**src/rtl/floating_point_divider.sv**
```systemverilog
// Iterative IEEE-style floating-point divider.
// Restoring division of the hidden-bit mantissas, one quotient bit per cycle,
// followed by a single rounding cycle. Subnormal operands are flushed to zero.
// Ports:
//   clk, rst_n              clock, asynchronous active-low reset
//   in_valid / in_ready     operand handshake (ready only while idle)
//   a, b                    dividend / divisor {sign, exponent, mantissa}
//   out_valid / out_ready   result handshake; out and flags hold while stalled
//   out                     quotient a/b
//   *_flag                  exception flags, valid with out_valid
module floating_point_divider #(
  parameter int EXPONENT_WIDTH   = 8,
  parameter int MANTISSA_WIDTH   = 23,
  parameter int ROUND_TO_NEAREST = 1
) (
  input  logic                                   clk,
  input  logic                                   rst_n,
  input  logic                                   in_valid,
  output logic                                   in_ready,
  input  logic [EXPONENT_WIDTH+MANTISSA_WIDTH:0] a,
  input  logic [EXPONENT_WIDTH+MANTISSA_WIDTH:0] b,
  output logic                                   out_valid,
  input  logic                                   out_ready,
  output logic [EXPONENT_WIDTH+MANTISSA_WIDTH:0] out,
  output logic                                   underflow_flag,
  output logic                                   overflow_flag,
  output logic                                   invalid_operation_flag,
  output logic                                   divide_by_zero_flag
);
  localparam int E  = EXPONENT_WIDTH;
  localparam int M  = MANTISSA_WIDTH;
  localparam int W  = E + M + 1;
  localparam int N  = M + 3;           // integer bit + M fraction bits + guard + one extra
  localparam int CW = $clog2(N);
  localparam int EW = E + 2;           // signed headroom for ea - eb + bias
  localparam logic signed [EW-1:0] BIAS     = EW'((1 << (E - 1)) - 1);
  localparam logic signed [EW-1:0] EXP_MAX  = EW'((1 << E) - 1);
  localparam logic signed [EW-1:0] EXP_ZERO = '0;
  localparam logic signed [EW-1:0] EXP_ONE  = EW'(1);
  localparam logic [W-1:0] QNAN = {1'b1, {E{1'b1}}, 1'b1, {(M-1){1'b0}}};

  typedef enum logic [1:0] {IDLE, DIVIDE, ROUND, DONE} state_t;
  state_t state, state_nxt;

  logic [CW-1:0]          cnt;
  logic [M+1:0]           rem_q;
  logic [M:0]             div_q;
  logic [N-1:0]           quo_q;
  logic                   sign_q;
  logic signed [EW-1:0]   exp_q;

  // operand decode
  logic         a_sign, b_sign;
  logic [E-1:0] a_exp, b_exp;
  logic [M-1:0] a_man, b_man;
  assign {a_sign, a_exp, a_man} = a;
  assign {b_sign, b_exp, b_man} = b;

  logic a_zero, a_inf, a_nan, a_snan, b_zero, b_inf, b_nan, b_snan, res_sign;
  assign a_zero   = (a_exp == '0);
  assign b_zero   = (b_exp == '0);
  assign a_inf    = (a_exp == '1) && (a_man == '0);
  assign b_inf    = (b_exp == '1) && (b_man == '0);
  assign a_nan    = (a_exp == '1) && (a_man != '0);
  assign b_nan    = (b_exp == '1) && (b_man != '0);
  assign a_snan   = a_nan && !a_man[M-1];
  assign b_snan   = b_nan && !b_man[M-1];
  assign res_sign = a_sign ^ b_sign;

  // special-case results bypass the divider entirely
  logic         spec_hit, spec_inv, spec_dbz;
  logic [W-1:0] spec_out;
  always_comb begin
    spec_hit = 1'b1;
    spec_out = '0;
    spec_inv = 1'b0;
    spec_dbz = 1'b0;
    if (a_nan || b_nan) begin
      spec_out = QNAN;
      spec_inv = a_snan | b_snan;
    end else if ((a_zero && b_zero) || (a_inf && b_inf)) begin
      spec_out = QNAN;
      spec_inv = 1'b1;
    end else if (a_inf) begin
      spec_out = {res_sign, {E{1'b1}}, {M{1'b0}}};
    end else if (b_zero) begin
      spec_out = {res_sign, {E{1'b1}}, {M{1'b0}}};
      spec_dbz = 1'b1;
    end else if (a_zero || b_inf) begin
      spec_out = {res_sign, {(W-1){1'b0}}};
    end else begin
      spec_hit = 1'b0;
    end
  end

  // one restoring step; the partial remainder stays below 2*divisor so the
  // shift never loses a set bit
  logic         rem_ge;
  logic [M+1:0] rem_diff, rem_nxt;
  assign rem_ge   = (rem_q >= {1'b0, div_q});
  assign rem_diff = rem_q - {1'b0, div_q};
  assign rem_nxt  = (rem_ge ? rem_diff : rem_q) << 1;

  // normalize, round, range-check
  logic                 g, st, rnd_up, rnd_uf, rnd_of;
  logic [M-1:0]         man;
  logic [M:0]           man_r;
  logic signed [EW-1:0] exp_n, exp_f;
  logic [W-1:0]         rnd_out;
  always_comb begin
    if (quo_q[N-1]) begin
      man   = quo_q[N-2:2];
      g     = quo_q[1];
      st    = quo_q[0] | (|rem_q);
      exp_n = exp_q;
    end else begin
      man   = quo_q[N-3:1];
      g     = quo_q[0];
      st    = |rem_q;
      exp_n = exp_q - EXP_ONE;
    end
    rnd_up  = (ROUND_TO_NEAREST != 0) && g && (st || man[0]);
    man_r   = {1'b0, man} + {{M{1'b0}}, rnd_up};
    // carry out of the mantissa leaves man_r[M-1:0] == 0, i.e. 1.0 at exp+1
    exp_f   = exp_n + $signed({{(EW-1){1'b0}}, man_r[M]});
    rnd_uf  = 1'b0;
    rnd_of  = 1'b0;
    rnd_out = {sign_q, exp_f[E-1:0], man_r[M-1:0]};
    if (exp_f <= EXP_ZERO) begin
      rnd_uf  = 1'b1;
      rnd_out = {sign_q, {(W-1){1'b0}}};
    end else if (exp_f >= EXP_MAX) begin
      rnd_of  = 1'b1;
      rnd_out = {sign_q, {E{1'b1}}, {M{1'b0}}};
    end
  end

  assign in_ready  = (state == IDLE);
  assign out_valid = (state == DONE);

  always_ff @(posedge clk or negedge rst_n)
    if (!rst_n) state <= IDLE;
    else        state <= state_nxt;

  always_comb begin
    state_nxt = state;
    case (state)
      IDLE:    if (in_valid) state_nxt = spec_hit ? DONE : DIVIDE;
      DIVIDE:  if (cnt == CW'(N - 1)) state_nxt = ROUND;
      ROUND:   state_nxt = DONE;
      DONE:    if (out_ready) state_nxt = IDLE;
      default: state_nxt = IDLE;
    endcase
  end

  always_ff @(posedge clk or negedge rst_n) begin
    if (!rst_n) begin
      cnt <= '0; rem_q <= '0; div_q <= '0; quo_q <= '0;
      sign_q <= 1'b0; exp_q <= '0; out <= '0;
      underflow_flag <= 1'b0; overflow_flag <= 1'b0;
      invalid_operation_flag <= 1'b0; divide_by_zero_flag <= 1'b0;
    end else begin
      case (state)
        IDLE: if (in_valid) begin
          sign_q <= res_sign;
          cnt    <= '0;
          if (spec_hit) begin
            out                    <= spec_out;
            invalid_operation_flag <= spec_inv;
            divide_by_zero_flag    <= spec_dbz;
          end else begin
            rem_q <= {1'b0, 1'b1, a_man};
            div_q <= {1'b1, b_man};
            quo_q <= '0;
            exp_q <= $signed({2'b00, a_exp}) - $signed({2'b00, b_exp}) + BIAS;
          end
        end
        DIVIDE: begin
          quo_q <= {quo_q[N-2:0], rem_ge};
          rem_q <= rem_nxt;
          cnt   <= (cnt == CW'(N - 1)) ? '0 : cnt + CW'(1);
        end
        ROUND: begin
          out            <= rnd_out;
          underflow_flag <= rnd_uf;
          overflow_flag  <= rnd_of;
        end
        DONE: if (out_ready) begin
          out <= '0;
          underflow_flag <= 1'b0; overflow_flag <= 1'b0;
          invalid_operation_flag <= 1'b0; divide_by_zero_flag <= 1'b0;
        end
        default: ;
      endcase
    end
  end
endmodule

```
**config.mk**
```make
export PLATFORM = sky130hd
export DESIGN_NAME = floating_point_divider
export DESIGN_NICKNAME = d
export VERILOG_FILES = /design/src/rtl/floating_point_divider.sv
export SDC_FILE = /design/constraint.sdc
export NUM_CORES = 1
export LEC_CHECK = 0
export ABC_AREA = 1
export CORE_MARGIN = 2
export CORE_UTILIZATION = 55
export DETAILED_ROUTE_END_ITERATION = 8
export PLACE_DENSITY = 0.78
export SKIP_CTS_REPAIR_TIMING = 1
export SLEW_MARGIN = 0
export SYNTH_ARGS = -nofsm -noshare
export SYNTH_HDL_FRONTEND = slang
export SYNTH_SLANG_ARGS = --single-unit
```
**constraint.sdc**
```tcl
create_clock -name clk -period 4.5 [get_ports clk]
set_clock_uncertainty 0.15 [all_clocks]
set_input_delay 0.9 -clock clk [delete_from_list [all_inputs] [get_ports clk]]
set_output_delay 0.9 -clock clk [all_outputs]
set_load 0.1 [all_outputs]
```
======== Yosys cells after proc, flatten, opt, wreduce, memory -nomap -nowiden ========
Index checks and enable logic that the tools add are counted.
cells by class
  reduce and logical (&&, ||, !) cells .... 35
  $add $sub $neg .......................... 7
  $mul .................................... 0
  equality and inequality tests ........... 11
  div/mod/pow operators ................... 0
  shifts and indexed selects .............. 0
  $lt $le $gt $ge ......................... 3
  bitwise operators ....................... 4
  mux-type cells .......................... 53
operators by type and width
  cell                  number
  $mux 32               8
  $pmux 32 s3           1
  $mux 31               2
  $mux 26               2
  $pmux 26 s2           1
  $mux 25               2
  $pmux 25 s2           1
  $logic_not 23->1      2
  $reduce_bool 23->1    2
  $ge 25x24->1          1
  $reduce_or 25->1      1
  $add 23x1->24         1
  $mux 24               1
  $sub 24x24->24        1
  $mux 23               1
  $mux 1                21
  $eq 8x8->1 const B    2
  $logic_not 8->1       2
  $add 10x2->10         1
  $add 9x8->10 const B  1
  $ge 10x9->1 const B   1
  $le 10x1->1 const B   1
  $mux 10               1
  $mux 5                2
  other kinds (24)      54
word-level totals
  logic and storage cells ................. 125
  output and inout bits ................... 38
  bits in latches ......................... 0
  ROM bits ................................ 0
  memory bits (writable) .................. 0
  memories kept ........................... 0
  flip-flop bits (word level) ............. 129
  bits of input ports ..................... 68

======== Longest topological paths before layout ========
Gate-level depths: netlist (run 1).
  depth in word-level cells ............... 11
  depth in mapped cells ................... 31

======== Least setup slack after synthesis (run 1) ========
Ideal clock, no wire load.
  kind .................................... reg-to-reg
  from .................................... register quo_q[25]
  to ...................................... register out[14]
  clock period less this slack ............ 3.589 ns
  cell stages (with the launch flop) ...... 26
  data arrival time ....................... 3.372 ns
  path slack .............................. 0.911 ns
  library setup time ...................... 0.068 ns
  path buffers ............................ 3
  path through ............................ dfrtp_1 > buf_6 > buf_2 > nand2_1 > o21ai_0 > nor3_1 > nand4_1 > nor2_1 > nand2_1 > nor2_1 > nand3_1 > nor4_1 > ha_1 > inv_1 > nor2_1 > nand3_2 > nor2_4 > nand4_1 > o21bai_1 > nand2_2 > nand2_4 > nand2_4 > nor2_8 > buf_6 > nand2_1 > nand2_1
on the way
  longest elaborated chain between the ends .. 9
ends and longest elaborated chain
  what                                      RTL line  RTL
  from (decl)                               48        logic [N-1:0] quo_q;
  from (signal assigned)                    179       quo_q <= {quo_q[N-2:0], rem_ge};
  $mux 1 / $mux 23 (equally long branches)  111       if (quo_q[N-1]) begin
  $logic_or 1x1->1                          122       rnd_up = (ROUND_TO_NEAREST != 0) && g && (st || man[0]);
  $logic_and 1x1->1                         122
  $add 23x1->24                             123       man_r = {1'b0, man} + {{M{1'b0}}, rnd_up};
  $add 10x2->10                             125       exp_f = exp_n + $signed({{(EW-1){1'b0}}, man_r[M]});
  $ge 10x9->1                               132       end else if (exp_f >= EXP_MAX) begin
  $mux 31                                   132
  $mux 31 (*)                               129       if (exp_f <= EXP_ZERO) begin
  $pmux 32 s3 (*)                           163       case (state)
  to (signal assigned)                      168       out <= spec_out;
  to (signal assigned)                      184       out <= rnd_out;
  to (decl)                                 24        output logic [EXPONENT_WIDTH+MANTISSA_WIDTH:0] out,
Mark *: on every way between the ends. The rest lies on a longest branch, timed or not.
A chain may end at the register's enable or synchronous reset.

======== Worst setup path in the final report (run 1) ========
  from .................................... register quo_q[25]
  to ...................................... register out[29]
on the way
  longest elaborated chain between the ends .. 9
ends and longest elaborated chain
  what                                      RTL line
  $mux 1 / $mux 23 (equally long branches)  111
  $logic_or 1x1->1                          122
  $logic_and 1x1->1                         122
  $add 23x1->24                             123
  $add 10x2->10 (*)                         125
  $ge 10x9->1                               132
  $mux 31                                   132
  $mux 31 (*)                               129
  $pmux 32 s3 (*)                           163
Marks and branches as above.

==> results of run 1 <==
-- worst paths after layout --
check                      depth (start not counted)   endpoint  slack, ns
min                                                2  div_q[23]       0.31
min in group asynchronous                          1     out[9]       0.41
min reg2reg                                        2  div_q[23]       0.31
max reg2reg                                       23    out[29]       0.46
max in group asynchronous                          2     cnt[4]       2.96
max                                               23    out[29]       0.46
-- stage by stage --
stage	hold slack, ns	utilization	worst slack (ns)
finish	0.313	0.674	0.456
global route	0.340	0.674	0.0370
CTS	0.317	0.674	0.264
detailed placement	0.303	0.634	0.293
global placement	0.298	0.634	0.410
floorplan	0.276	-	0.911
-- cell usage in the layout, fill, tap and decap left out, types with 6 or more instances in the layout --
cell type	netlist	layout
dfrtp_1	129	129
or2_2	11	11
nand3_1	53	53
xnor2_1	19	19
inv_1	206	206
a21oi_1	105	105
nor4_1	11	11
o21ai_1	9	9
o211ai_1	6	6
clkbuf_16	0	17
o22ai_1	30	30
nor3_1	17	17
nor2_1	131	130
nand2_1	294	294
buf_4	3	9
ha_1	43	43
o21ai_0	97	97
clkdlybuf4s50_1	0	104
xor2_1	31	31
nand4_1	27	27
-- synth_stat cells, types with 3 or more instances --
cell      instances
a21o_1            5
a21oi_1         105
a22oi_1           4
buf_1             4
buf_2            10
buf_4             3
buf_6             3
clkbuf_1         16
dfrtp_1         129
ha_1             43
inv_1           206
nand2_1         294
nand2_2           5
nand3_1          53
nand3_2           4
nand4_1          27
nor2_1          131
nor2_2            3
nor3_1           17
nor4_1           11
o211ai_1          6
o21a_1            5
o21ai_0          97
o21ai_1           9
o21bai_1          4
o22ai_1          30
o31ai_1           4
or2_2            11
xnor2_1          19
xor2_1           31
-- layout make-up --
class | count | area (µm²) | share of cell area
timing repair buffer | 115 | 1150 | 0.103
sequential | 129 | 3230 | 0.290
multi-input combinational | 945 | 5050 | 0.453
tap | 220 | 275 | 0.0247
clock buffer | 21 | 470 | 0.0422
inverter | 209 | 785 | 0.0704
clock inverter | 10 | 181 | 0.0163
-- critical path, delay by kind of cell (launching register included) --
family,cells,cell delay (ns)
adder cells (fa/ha/maj),1,0.23
buffers and inverters,2,0.23
AND/OR/NAND/NOR,18,2.55
flip-flops,1,0.39
AO/OA/AOI/OAI,2,0.38
-- registers in the layout, summed over array words and instances, names as in the netlist --
register and flops:
out 32, quo_q 26, rem_q 25, div_q 24, exp_q 10, cnt 5
state 2, divide_by_zero_flag 1, invalid_operation_flag 1, overflow_flag 1, sign_q 1, underflow_flag 1
-- power groups by stage --
stage | Combinational [mW] | Clock [mW] | Sequential (mW)
2_1_floorplan | 3.25 | 0 | 2.11
3_3_place_gp | 4.63 | 0 | 1.77
3_5_place_dp | 4.67 | 0 | 1.78
4_1_cts | 4.72 | 1.55 | 1.77
5_1_grt | 5.29 | 1.61 | 1.82
6_report | 4.76 | 1.54 | 1.77
-- cell families after synthesis --
kind of cell / Yosys count / synth area share
AO/OA/AOI/OAI: 282 / 0.168
XOR/XNOR: 51 / 0.0492
adder cells (fa/ha/maj): 45 / 0.0626
buffers and inverters: 245 / 0.105
flip-flops: 129 / 0.349
AND/OR/NAND/NOR: 567 / 0.266
-- routing by layer --
layer / global-route usage / wire (µm) / vias to the layer above
li1: - / - / 4503
met1: 0.364 / 10600 / 4084
met2: 0.439 / 11000 / 278
met3: 0.0502 / 1280 / 60
met4: 0.113 / 834 / 0
met5: 0 / 0 / -
==> summary.md, run 1 <==
| Metric | Value |
|---|---|
| Status | complete, no violations |
| RR Startpoint | quo_q[25] |
| Area grow syn2layout | 20.5% |
| Required time of the worst setup path | 4.69 ns |
| Vias/cell | 5.41 |
| P_sw | 3.99 mW |
| Clock Path Buffers | 2 |
| Slew headroom | 0.336 |
| Final ANT Viol Nets | 0 |
| Post-synthesis net count | around 1.4k |
| Num CTS Buffers | 17 |
| Crit end category | flop |
| Comb pwr share | 0.590 |
| Ys Warns | 0 |
| Synth top area share | 0.349 |
| Gr usage total | 0.273 |
| Worst-path clk slew | 0.06 ns |
| Count of cell types in the netlist | 50 |
| DR WL/cell | 14.4 µm |
| Clock latency at the later pin of the worst-skew pair | 0.42 ns |
| Async S/R FF share, synth | 1.00 |
| Worst hold start | div_q[23] |
| Vias in the first global route | 8228 |
| Worst Tran Pin Value | 0.993 ns |
| Share of total power in sequential cells | 0.220 |
| Layout fillers | ~1.5k |
| Die Wd | roughly 130 µm |
| Seq cells post-synth | 129 |
| EDFF count, synth | 0 |
| Die area | 17900 µm² |
| Via count | 8925 |
| Critical-path cell list | buf_12 -> o21ai_2 -> nand2_1 -> nor3_1 -> nand4_1 -> nor2_1 -> nand2_1 -> nor2_1 -> nand3_1 -> nor4_1 -> ha_1 -> inv_1 -> nor2_1 -> nand3_2 -> nor2_4 -> nand4_1 -> nor2_1 -> nand2_1 -> nand2_2 -> nand2_1 -> nor2_2 -> nand2_1 -> a21oi_1 |
| Cell taking the most area after synthesis | dfrtp_1 |
| Final Max Slew Viols | 0 |
| Initial antenna violation count | 0 |
| Buffers on Ports | 105 |
| CTS HTree Levels | 4 |
| CP max-delay cell | dfrtp_1 |
| Final Power | a little over 8 mW |
| Ys flop type | dfrtp_1 |
| Sequential area share after synthesis | 0.349 |
| GPL Wtd Cong | 0.935 |
| Fin Setup TNS | 0 ns |
| Cell area after layout | 11100 µm² |
| Worst Path Arrival | around 4.2 ns |
| Synthesized instance count | 1319 |
| CTS root buf | clkbuf_16 |
| Highest clock rate | 0.247 GHz |
| Post-Syn Area | a little over 9000 µm² |
| Placed cell count | 1618 |
| Synth area leaders | dfrtp_1 35%, nand2_1 12%, inv_1 8.4%, ha_1 5.8%, a21oi_1 5.7% |
| Drt total wl | around 24000 µm |
| # diodes | 0 |
| Final min period | 4.04 ns |
| Peak supply drop | 0.519 mV |
| Critical Path Source | quo_q[25] |
| Chip height | 134 µm |
| Max Cap Viol | 0 |
| Min-delay worst type | reg -> reg |
| DRT iter0 DRCs | between 600 and 700 |
| Total congestion overflow | 0 |
| Crit start category | flop |
| RSZ-0062 raised after global routing | no |
| IO Count | 106 |
| Pwr Density | 725 nW/µm² |
| Dpl cell area | 10500 µm² |
| Crit path top cell by count | nand2_1 |
| Clock power frac | 0.190 |
| # clock sinks | 129 |
| Syn_area_per_cell | 7.01 µm² |
| Placement row count | 47 |
| Worst path max stage delay | 0.39 ns |
| Final setup violating endpoints | 0 |
| Int Pwr | between 4 and 5 mW |
| Dpl hpwl | 18000 µm |
| Sw frac | 0.495 |
| Layout Cells excl Fill | ~1.6k |
| Final period util | 0.899 |
| CP Class | reg -> reg |
| Largest net degree at the start of global routing | 72 |
| Hold Fails Final Rpt | 0 |
| Core region area | 16500 µm² |
| First-pass GRT wire length | 39100 µm |
| TritonCTS clock tree | built |
| Nets | 1530 |
| Initial Utilization | 0.559 |
| P_leak | between 5 and 6 nW |
| Worst-path fanout max | 54 |
| Layout cell share with drive strength beyond 1 | 0.0546 |
| DRT Pass-1 Iters | 5 |
| Drt drc | 0 |
Note: power is estimated with default switching activity, not from simulation.
==> run 2: changes to the inputs <==
--- a/config.mk
+++ b/config.mk
@@ -10,7 +10,6 @@
 export CORE_UTILIZATION = 55
 export DETAILED_ROUTE_END_ITERATION = 8
 export PLACE_DENSITY = 0.78
-export SKIP_CTS_REPAIR_TIMING = 1
 export SLEW_MARGIN = 0
 export SYNTH_ARGS = -nofsm -noshare
 export SYNTH_HDL_FRONTEND = slang
==> results of run 2 <==
Same layout as run 1: the final DEF is identical, and so are final timing and power.
==> run 3: changes to the inputs <==
--- a/config.mk
+++ b/config.mk
@@ -5,7 +5,6 @@
 export SDC_FILE = /design/constraint.sdc
 export NUM_CORES = 1
 export LEC_CHECK = 0
-export ABC_AREA = 1
 export CORE_MARGIN = 2
 export CORE_UTILIZATION = 55
 export DETAILED_ROUTE_END_ITERATION = 8
==> summary.md, run 3 <==
| Metric | Value |
|---|---|
| Status | complete, no violations |
| Num CTS Buffers | 17 |
| Post-CTS setup buffers | 0 |
| Syn_area_per_cell | between 8 and 9 µm² |
| Top reg by flops | out |
| Comb pwr share | 0.596 |
| Most common cell in the synthesized netlist | nand2_1 |
| CTS root buf | clkbuf_16 |
| Ys flop type | dfrtp_1 |
| Most common cell after layout, fill and taps aside | nand2_1 |
| Final Max Slew Viols | 0 |
| RSZ-0062 raised after global routing | no |
| Worst R2R Setup Slack | 0.31 ns |
| Total congestion overflow | 0 |
| P_sw | 3.93 mW |
| Worst hold start | div_q[23] |
| Most frequent cells after synthesis | 152 x nand2_1, 129 x dfrtp_1, 68 x o21ai_0 |
| Share of total power in sequential cells | 0.225 |
| Hold Fails Final Rpt | 0 |
| Initial Utilization | 0.558 |
| Top flop regs | out (32), quo_q (26), rem_q (25) |
| Ys Warns | 0 |
| Worst Path Arrival | roughly 4.3 ns |
| Setup slack at placement | 0.134 ns |
| Cell area after layout | 11100 µm² |
| Drt drc | 0 |
| CP Class | reg -> reg |
| CTS HTree Levels | 4 |
| Count of cell types in the netlist | 78 |
| First-pass GRT wire length | 40200 µm |
| Via count | 8533 |
| Int Pwr | about 4.2 mW |
| Layout Cells excl Fill | 1410 |
| Vias/cell | 6.05 |
| Buffers on Ports | between 100 and 150 |
| Clock power frac | 0.179 |
| Dpl cell area | 10400 µm² |
| Drt total wl | 24600 µm |
| Post-synthesis net count | 1209 |
| Gr usage total | 0.282 |
| Peak supply drop | 0.374 mV |
| Core region area | 16500 µm² |
| Post-Syn Area | 9190 µm² |
| Crit path top cell by count | nor2_1 |
| RR Startpoint | quo_q[25] |
| Crit start category | flop |
| Initial antenna violation count | 0 |
| TritonCTS clock tree | built |
| Hold Path Stages | 2 |
| IO Count | 106 |
| DRT iter0 DRCs | 706 |
| Synth area leaders | dfrtp_1 35%, nand2_1 6.2%, ha_1 5.9%, xnor2_1 3.9%, o21ai_0 3.7% |
| Worst-path clk slew | 0.06 ns |
| WHS Endpoint | div_q[23] |
| DRT Pass-1 Iters | 8 |
| Chip height | approximately 130 µm |
| Worst-path fanout max | 10 |
| Die area | 17800 µm² |
| Final period util | 0.932 |
| Vias in the first global route | 8052 |
| Reg2reg end | out[26] |
| Synth top area share | 0.351 |
| Synthesized instance count | between 1k and 1.5k |
| Highest clock rate | approximately 0.24 GHz |
| Layout cell share with drive strength beyond 1 | 0.0622 |
| Die Wd | between 100 and 150 µm |
| Sw frac | 0.483 |
| Pwr Density | about 740 nW/µm² |
| # clock sinks | 129 |
| Max Cap Viol | 0 |
| Clock Path Buffers | 2 |
| Final setup violating endpoints | 0 |
| Critical path buffer and inverter count | 1 |
| GPL Wtd Cong | 0.917 |
| Seq cells post-synth | 129 |
| Final ANT Viol Nets | 0 |
| DR WL/cell | 17.4 µm |
| Sequential area share after synthesis | 0.351 |
| Worst path max stage delay | 0.47 ns |
| Final worst setup slack | 0.306 ns |
| Fin Setup TNS | 0 ns |
| Commonest non-fill, non-tap cells in the layout | 152 x nand2_1, 128 x dfrtp_1, 104 x clkdlybuf4s50_1 |
| P_leak | 4.78 nW |
| CP max-delay cell | dfrtp_2 |
| Worst Tran Pin Value | 1.06 ns |
| Crit end category | flop |
| Slew headroom | 0.291 |
| Max reg flops | 32 |
| CP delay by family, top | simple AND/OR/NAND/NOR gates |
| Cell taking the most area after synthesis | dfrtp_1 |
| Min-delay worst type | reg -> reg |
| Largest net degree at the start of global routing | 83 |
| Dpl hpwl | 17900 µm |
| Area grow syn2layout | 20.5% |
| Required time of the worst setup path | 4.65 ns |
| # diodes | 0 |
| Async S/R FF share, synth | 1.00 |
| Placed cell count | approximately 1.4k |
| Placement row count | 47 |
| Final min period | 4.19 ns |
| EDFF count, synth | 0 |
| R2R depth | 16 |
| Critical-path cell list | nand2b_1 -> a2111oi_2 -> nand3b_1 -> nor2_1 -> nand2_1 -> nor2_1 -> ha_1 -> ha_1 -> clkinv_1 -> xnor3_1 -> or3_1 -> nor2_1 -> mux2i_1 -> o311ai_1 -> and2_2 -> a211oi_1 |
| Clock latency at the later pin of the worst-skew pair | 0.43 ns |
| Nets | 1290 |
run 3: changes by cell type in the layout (fill, tap and decap cells not counted), moves of 22 or more:
cell	delta
a21oi_1	-53
a22o_1	+24
inv_1	-149
mux2i_1	+30
nand2_1	-142
nor2_1	-73
o21ai_0	-29
o22ai_1	-28
xnor2_1	+22
run 3: logic make-up (layout without fill, tap and decap cells):
group / after synthesis / after routing / synth area share
AO/OA/AOI/OAI: 282 / 282 / 0.203
XOR/XNOR: 66 / 66 / 0.0644
adder cells (fa/ha/maj): 45 / 45 / 0.0629
buffers and inverters: 123 / 217 / 0.0540
flip-flops: 129 / 129 / 0.351
multiplexers: 34 / 34 / 0.0376
AND/OR/NAND/NOR: 417 / 417 / 0.227
run 3: what timing repair did:
| item | CTS | global route |
|---|---|---|
| resized for setup | 0 | 5 |
| hold endpoints to repair | 0 | 0 |
| hold buffers | 0 | 0 |
| endpoints found under the setup margin | 0 | 30 |
run 3: how the worst max path moves through the flow:
stage	start	to	slack (ns)	cells past startpoint
4_1_cts	quo_q[25]	out[22]	0.09	16
2_1_floorplan	quo_q[25]	out[0]	0.04	20
3_5_place_dp	quo_q[25]	out[22]	0.13	16
6_report	quo_q[25]	out[26]	0.31	16
5_1_grt	quo_q[25]	out[26]	0.06	17
3_3_place_gp	quo_q[25]	out[27]	0.21	15
run 3: power by group through the flow:
stage	clock (mW)	sequential, mW	combinational, mW
after floorplan	0	2.02	3.44
after CTS	1.47	1.82	4.80
final	1.46	1.83	4.85
after global routing	1.52	1.87	5.32
after detailed placement	0	1.84	4.77
after global placement	0	1.82	4.70
run 3: cell type report:
type | count | area (µm²)
clock inverter | 11 | 154
inverter | 59 | 221
multi-input combinational | 844 | 5510
fill | 1375 | 5390
timing repair buffer | 126 | 1230
sequential | 129 | 3230
tap | 220 | 275
clock buffer | 21 | 460
run 3: through the flow:
stage                     hold slack, ns   util  total power [mW]
after floorplan                    0.268      -              5.46
after global placement             0.285  0.634              6.53
after detailed placement           0.286  0.634              6.61
after CTS                          0.298  0.671              8.09
after global routing               0.321  0.672              8.71
final                              0.298  0.672              8.14
run 3: tightest hold or removal path, cell delays in order, from the launching register on:
cell     delay [ns]
dfrtp_1        0.32
inv_1          0.05
nand2_1        0.05
run 3: metal layers:
metal  global-route usage  routed length, µm  part of all wire  vias up
met5                    0                  0                 0        -
met4               0.0887                442             0.018        0
met3               0.0438               1370             0.056       37
met2                0.477              11900              0.48      282
met1                0.375              10900              0.44     4087
li1                     -                  -                 -     4127
==> patch 1: new RTL, flow settings as in run 3 <==
The 4 states of `state_t` get a Gray code encoding in 2 bits.
--- a/src/rtl/floating_point_divider.sv
+++ b/src/rtl/floating_point_divider.sv
@@ -40,5 +40,5 @@
   localparam logic [W-1:0] QNAN = {1'b1, {E{1'b1}}, 1'b1, {(M-1){1'b0}}};
 
-  typedef enum logic [1:0] {IDLE, DIVIDE, ROUND, DONE} state_t;
+  typedef enum logic [1:0] {IDLE = 2'b00, DIVIDE = 2'b01, ROUND = 2'b11, DONE = 2'b10} state_t;
   state_t state, state_nxt;
 
Behaviour: same outputs for any inputs over 4 cycles, from zero or initial values and one cycle with rst_n low; so few cycles prove little.
==> patch 1 against run 3 <==
  * Synthesized area fell by 1.4%
  * Sequential share of layout area hardly changed
  * Die area is 1.4% lower
  * Via count is 2.2% lower
  * Non-clock buffer count down 2
  * Routed wire length is 4.3% lower
  * Synthesized cell count increased by 0.18%
  * Power increased by 3.0%
  * Sequential cell count unchanged
  * Design area shrank 0.17%
  * Setup slack got worse by 0.010 ns
  * Largest cell class unchanged
==> patch 1: results (changes against run 3) <==
DETAILED ROUTING
--------------------------------------------------------------------------------
Initial DRT Pass Iterations                                                    5   -3
Starting DRT DRC Count                                                       638   -9.6%
Avg Vias per Cell                                                           5.93   -2.0%
DR vias                                                                     8347   -2.2%
Average wire length per cell after detail routing                        16.7 um   -4.1%

POWER AND IR DROP
--------------------------------------------------------------------------------
Worst VDD drop                                                            460 uV   +23%
Leakage power total                                                      4.57 nW   -4.4%

FINISH
--------------------------------------------------------------------------------
Number of nets at the end of the flow                                       1287   -0.23%
Count of filler cells inserted in the layout                                1345   -2.2%
Layout cell share with drive strength beyond 1                             8.06%   +1.8 points

PLACEMENT
--------------------------------------------------------------------------------
Routability Congestion                                                     0.926   +1.0%
# placed instances                                                          1375   -0.22%
Final HPWL from detailed placement                                      16700 um   -6.8%
Post-place setup slack                                                 0.0831 ns   -0.0508 ns

WORST SETUP PATH
--------------------------------------------------------------------------------
Crit path DAT                                                            4.41 ns   +0.07 ns
Crit Path Max Fanout                                                          11   +1
Endpoint of the worst setup timing path                                  out[21]
Master of the slowest instance on the critical path                 sky130_fd_sc_hd__dfrtp_1
Kind of cell with the highest combined delay on the critical path   compound AO/OA/AOI/OAI gates

GRT
--------------------------------------------------------------------------------
Global router's overall resource usage                                     27.1%   -1.2 points
Largest net degree at the start of global routing                            130   +57%
Wire length of the first global-routing pass                            39000 um   -3.1%
Via count of the first global-routing pass                                  7910   -1.8%

SYNTH
--------------------------------------------------------------------------------
Syn_nets                                                                    1207   -0.17%
Sequential area share after synthesis                                      35.6%   +0.50 points
Cells taking the most area after synthesis                          sky130_fd_sc_hd__dfrtp_1 36%, sky130_fd_sc_hd__nand2_1 8.0%, sky130_fd_sc_hd__ha_1 5.4%
Yosys cell types                                                              73   -6.4%

CLOCKING
--------------------------------------------------------------------------------
Number of levels in the clock H-tree                                           4   unchanged

STA
--------------------------------------------------------------------------------
Slew of the pin with the lowest slew margin                             0.990 ns   -0.0732 ns
Minimum clock period                                                     4.20 ns   +0.0104 ns

STATUS
--------------------------------------------------------------------------------
Outcome                                                             finished clean

[patch 1: per-stage QoR]
step	area, um2	total power [mW]	utilization [%]	hold slack (ns)
after global placement	10300	6.59	64.6	0.283
after CTS	11000	8.29	68.7	0.299
after floorplan	9060	5.53	-	0.268
after detailed placement	10300	6.67	64.6	0.286
after global routing	11100	8.97	69.1	0.313
final	11100	8.39	69.1	0.296
[patch 1: timing repair]
| item | in CTS | in global routing |
|---|---|---|
| endpoints found under the setup margin | 11 | 33 |
| hold buffers | 0 | 0 |
| resized for setup | 1 | 8 |
[patch 1: where the power goes]
part	leakage (nW)	switching, mW	internal [mW]
logic	2.61	3.10	1.80
registers	1.65	0.396	1.55
clock network	0.308	0.558	0.990
[patch 1: logic make-up (layout without fill, tap and decap cells)]
logic type	after synthesis	count (layout)	synth area share (%)
multiplexers	33	33	3.78
flip-flops	129	129	35.6
XOR/XNOR	71	71	6.86
AND/OR/NAND/NOR	426	426	22.2
adder cells (fa/ha/maj)	41	41	5.83
buffers and inverters	113	206	4.93
AO/OA/AOI/OAI	285	285	20.8
[patch 1: area by class of cell]
type	instances	share of cell area [%]
clock buffer	17	3.85
sequential	129	29.2
timing repair buffer	124	11.1
tap	216	2.44
clock inverter	15	2.09
multi-input combinational	856	49.6
inverter	50	1.70
[patch 1: per-layer routing]
metal	up-vias	track usage, %	routed length [um]
met3	37	5.46	1360
li1	4073	-	-
met1	3980	36.8	10500
met5	-	0	0
met2	257	43.8	11200
met4	0	8.24	464
==> patch 2: new RTL, settings of run 3 <==
Without the edit above. The parameter `EXPONENT_WIDTH` goes from 8 to 6.
--- a/src/rtl/floating_point_divider.sv
+++ b/src/rtl/floating_point_divider.sv
@@ -10,5 +10,5 @@
 //   *_flag                  exception flags, valid with out_valid
 module floating_point_divider #(
-  parameter int EXPONENT_WIDTH   = 8,
+  parameter int EXPONENT_WIDTH   = 6,
   parameter int MANTISSA_WIDTH   = 23,
   parameter int ROUND_TO_NEAREST = 1
Ports: changed (resized a, b and out); port bits go from 106 to 100. The function was not compared with the original's and may differ.
==> patch 2 against run 3 <==
  * Routed wire length down 5.5%
  * Setup slack got worse by 0.061 ns
  * Sequential share of layout area grew 0.11 points
  * Sequential power decreased by 4%
  * Sequential cell count fell by 4
  * Power shrank 2.4%
  * Synthesized area shrank 3.6%
  * Non-clock buffer count shrank 8
  * Design area shrank 3.5%
  * Critical path type unchanged
  * Critical endpoint is now out[0]
==> patch 2: results (changes against run 3) <==
STATUS
--------------------------------------------------------------------------------------
Outcome                                                                   finished clean

GRT
--------------------------------------------------------------------------------------
Via count of the first global-routing pass                                        7537   -6.4%
Largest net degree at the start of global routing                                   60   -28%
Global router's overall resource usage                                           28.0%   -0.24 points
Wire length of the first global-routing pass                                  37900 um   -5.8%
Antenna violations before repair                                                     0   unchanged

CLOCKING
--------------------------------------------------------------------------------------
Number of levels in the clock H-tree                                                 4   unchanged
Number of buffers created by CTS                                                    17   unchanged
Clock slew at the register clock pins of the worst setup and hold paths        0.06 ns   about the same
Maximum root-to-sink buffer count                                                    2   unchanged

DETAILED ROUTING
--------------------------------------------------------------------------------------
DR vias                                                                           8074   -5.4%
Starting DRT DRC Count                                                             773   +9.5%
Initial DRT Pass Iterations                                                          6   -2
Average wire length per cell after detail routing                              17.3 um   -0.75%

POWER AND IR DROP
--------------------------------------------------------------------------------------
Leakage power total                                                            4.62 nW   -3.4%
Worst VDD drop                                                                  433 uV   +16%

SYNTH
--------------------------------------------------------------------------------------
Ranking of synthesized cells by instance count                            136 x sky130_fd_sc_hd__nand2_1, 125 x sky130_fd_sc_hd__dfrtp_1, 68 x sky130_fd_sc_hd__nand3_1
Cells taking the most area after synthesis                                sky130_fd_sc_hd__dfrtp_1 35%, sky130_fd_sc_hd__ha_1 5.9%, sky130_fd_sc_hd__nand2_1 5.8%
Commonest register cell after synthesis                                   sky130_fd_sc_hd__dfrtp_1
Yosys cell types                                                                    76   -2.6%
Syn_nets                                                                          1146   -5.2%
Number of synthesis warnings                                                         0   unchanged
Sequential area share after synthesis                                            35.3%   +0.18 points

WORST SETUP PATH
--------------------------------------------------------------------------------------
Crit path DAT                                                                  4.46 ns   +0.12 ns
Master of the slowest instance on the critical path                       sky130_fd_sc_hd__nor3b_4
Delay of the slowest cell on the worst path                                    0.54 ns   +0.07 ns
Crit Path Max Fanout                                                                16   +6

PLACEMENT
--------------------------------------------------------------------------------------
Placed instance area                                                         10000 um2   -4.2%
Routability Congestion                                                           0.950   +3.6%
Post-place setup slack                                                        0.118 ns   -0.0163 ns
Port buffer count                                                                   99   -5.7%
Final HPWL from detailed placement                                            16700 um   -6.5%

FINISH
--------------------------------------------------------------------------------------
Count of filler cells inserted in the layout                                      1293   -6.0%
Number of nets at the end of the flow                                             1221   -5.3%
Layout cell share with drive strength beyond 1                                   8.08%   +1.9 points
# diodes                                                                             0   unchanged
Regs by FF count                                                          out (30), quo_q (26), rem_q (25)

STA
--------------------------------------------------------------------------------------
Normalized max-slew margin                                                       34.9%   +5.8 points

MIN PATH
--------------------------------------------------------------------------------------
HP Class                                                                    reg -> reg

-- patch 2: worst paths after layout --
| kind | startpoint | endpoint | slack [ns] | cells past startpoint |
|---|---|---|---|---|
| max | quo_q[25] | out[0] | 0.24 | 12 |
| min | div_q[23] | div_q[23] | 0.32 | 1 |
| max reg2reg | quo_q[25] | out[0] | 0.24 | 12 |
| min reg2reg | div_q[23] | div_q[23] | 0.32 | 1 |
| max in group asynchronous | rst_n | invalid_operation_flag | 2.88 | 2 |
| min in group asynchronous | rst_n | out[7] | 0.39 | 1 |
-- patch 2: worst register-to-register path: stages, from the launching register on --
cell and delay (ns):
sky130_fd_sc_hd__dfrtp_2 0.52, sky130_fd_sc_hd__mux2_2 0.30, sky130_fd_sc_hd__nand3_1 0.12, sky130_fd_sc_hd__nor4_1 0.39, sky130_fd_sc_hd__nand4_1 0.20, sky130_fd_sc_hd__nor3_1 0.24
sky130_fd_sc_hd__ha_1 0.29, sky130_fd_sc_hd__nand4_1 0.19, sky130_fd_sc_hd__o211a_1 0.29, sky130_fd_sc_hd__or3_4 0.35, sky130_fd_sc_hd__a211oi_4 0.41, sky130_fd_sc_hd__nor3b_4 0.54
sky130_fd_sc_hd__a22o_1 0.21
-- patch 2: logic make-up after synthesis --
logic type | count (synthesis) | share of synthesized area (%)
simple gates | 400 | 22.7
mux | 37 | 4.38
flops | 125 | 35.3
fa+ha+maj | 44 | 6.38
buf+inv | 116 | 5.21
compound gates | 254 | 19.7
xor+xnor | 62 | 6.38
-- patch 2: stage by stage --
step                util [%]  instances
global placement        63.2       1308
CTS                     67.3       1340
finish                  67.5       1342
detailed placement      63.2       1308
global route            67.5       1342
floorplan                  -       1038
-- patch 2: cell type report --
cell class	instances	area (um2)	area share, %
multi-input cells	798	5300	49.6
clock buffers	23	488	4.57
clock inverters	9	158	1.47
repair buffers	118	1140	10.7
inverters	53	199	1.86
well taps	216	270	2.53
flip-flops and latches	125	3130	29.3
-- patch 2: timing repair --
action                                  CTS  global route
resized for setup                         0             1
setup buffers                             0             1
endpoints found under the setup margin    0            22
hold endpoints to repair                  0             0
-- patch 2: report_power, final --
group | internal, mW | switching (mW) | leakage [nW]
clock | 0.987 | 0.515 | 0.310
combinational | 1.78 | 2.90 | 2.70
sequential | 1.45 | 0.311 | 1.61
-- patch 2: layer usage --
metal | vias to the layer above | part of all wire [%] | track usage (%) | wire length (um)
li1 | 3914 | - | - | -
met1 | 3789 | 45 | 40.4 | 10400
met2 | 315 | 46 | 43.1 | 10700
met3 | 56 | 6.1 | 3.87 | 1420
met4 | 0 | 3.0 | 10.5 | 694
met5 | - | 0 | 0 | 0
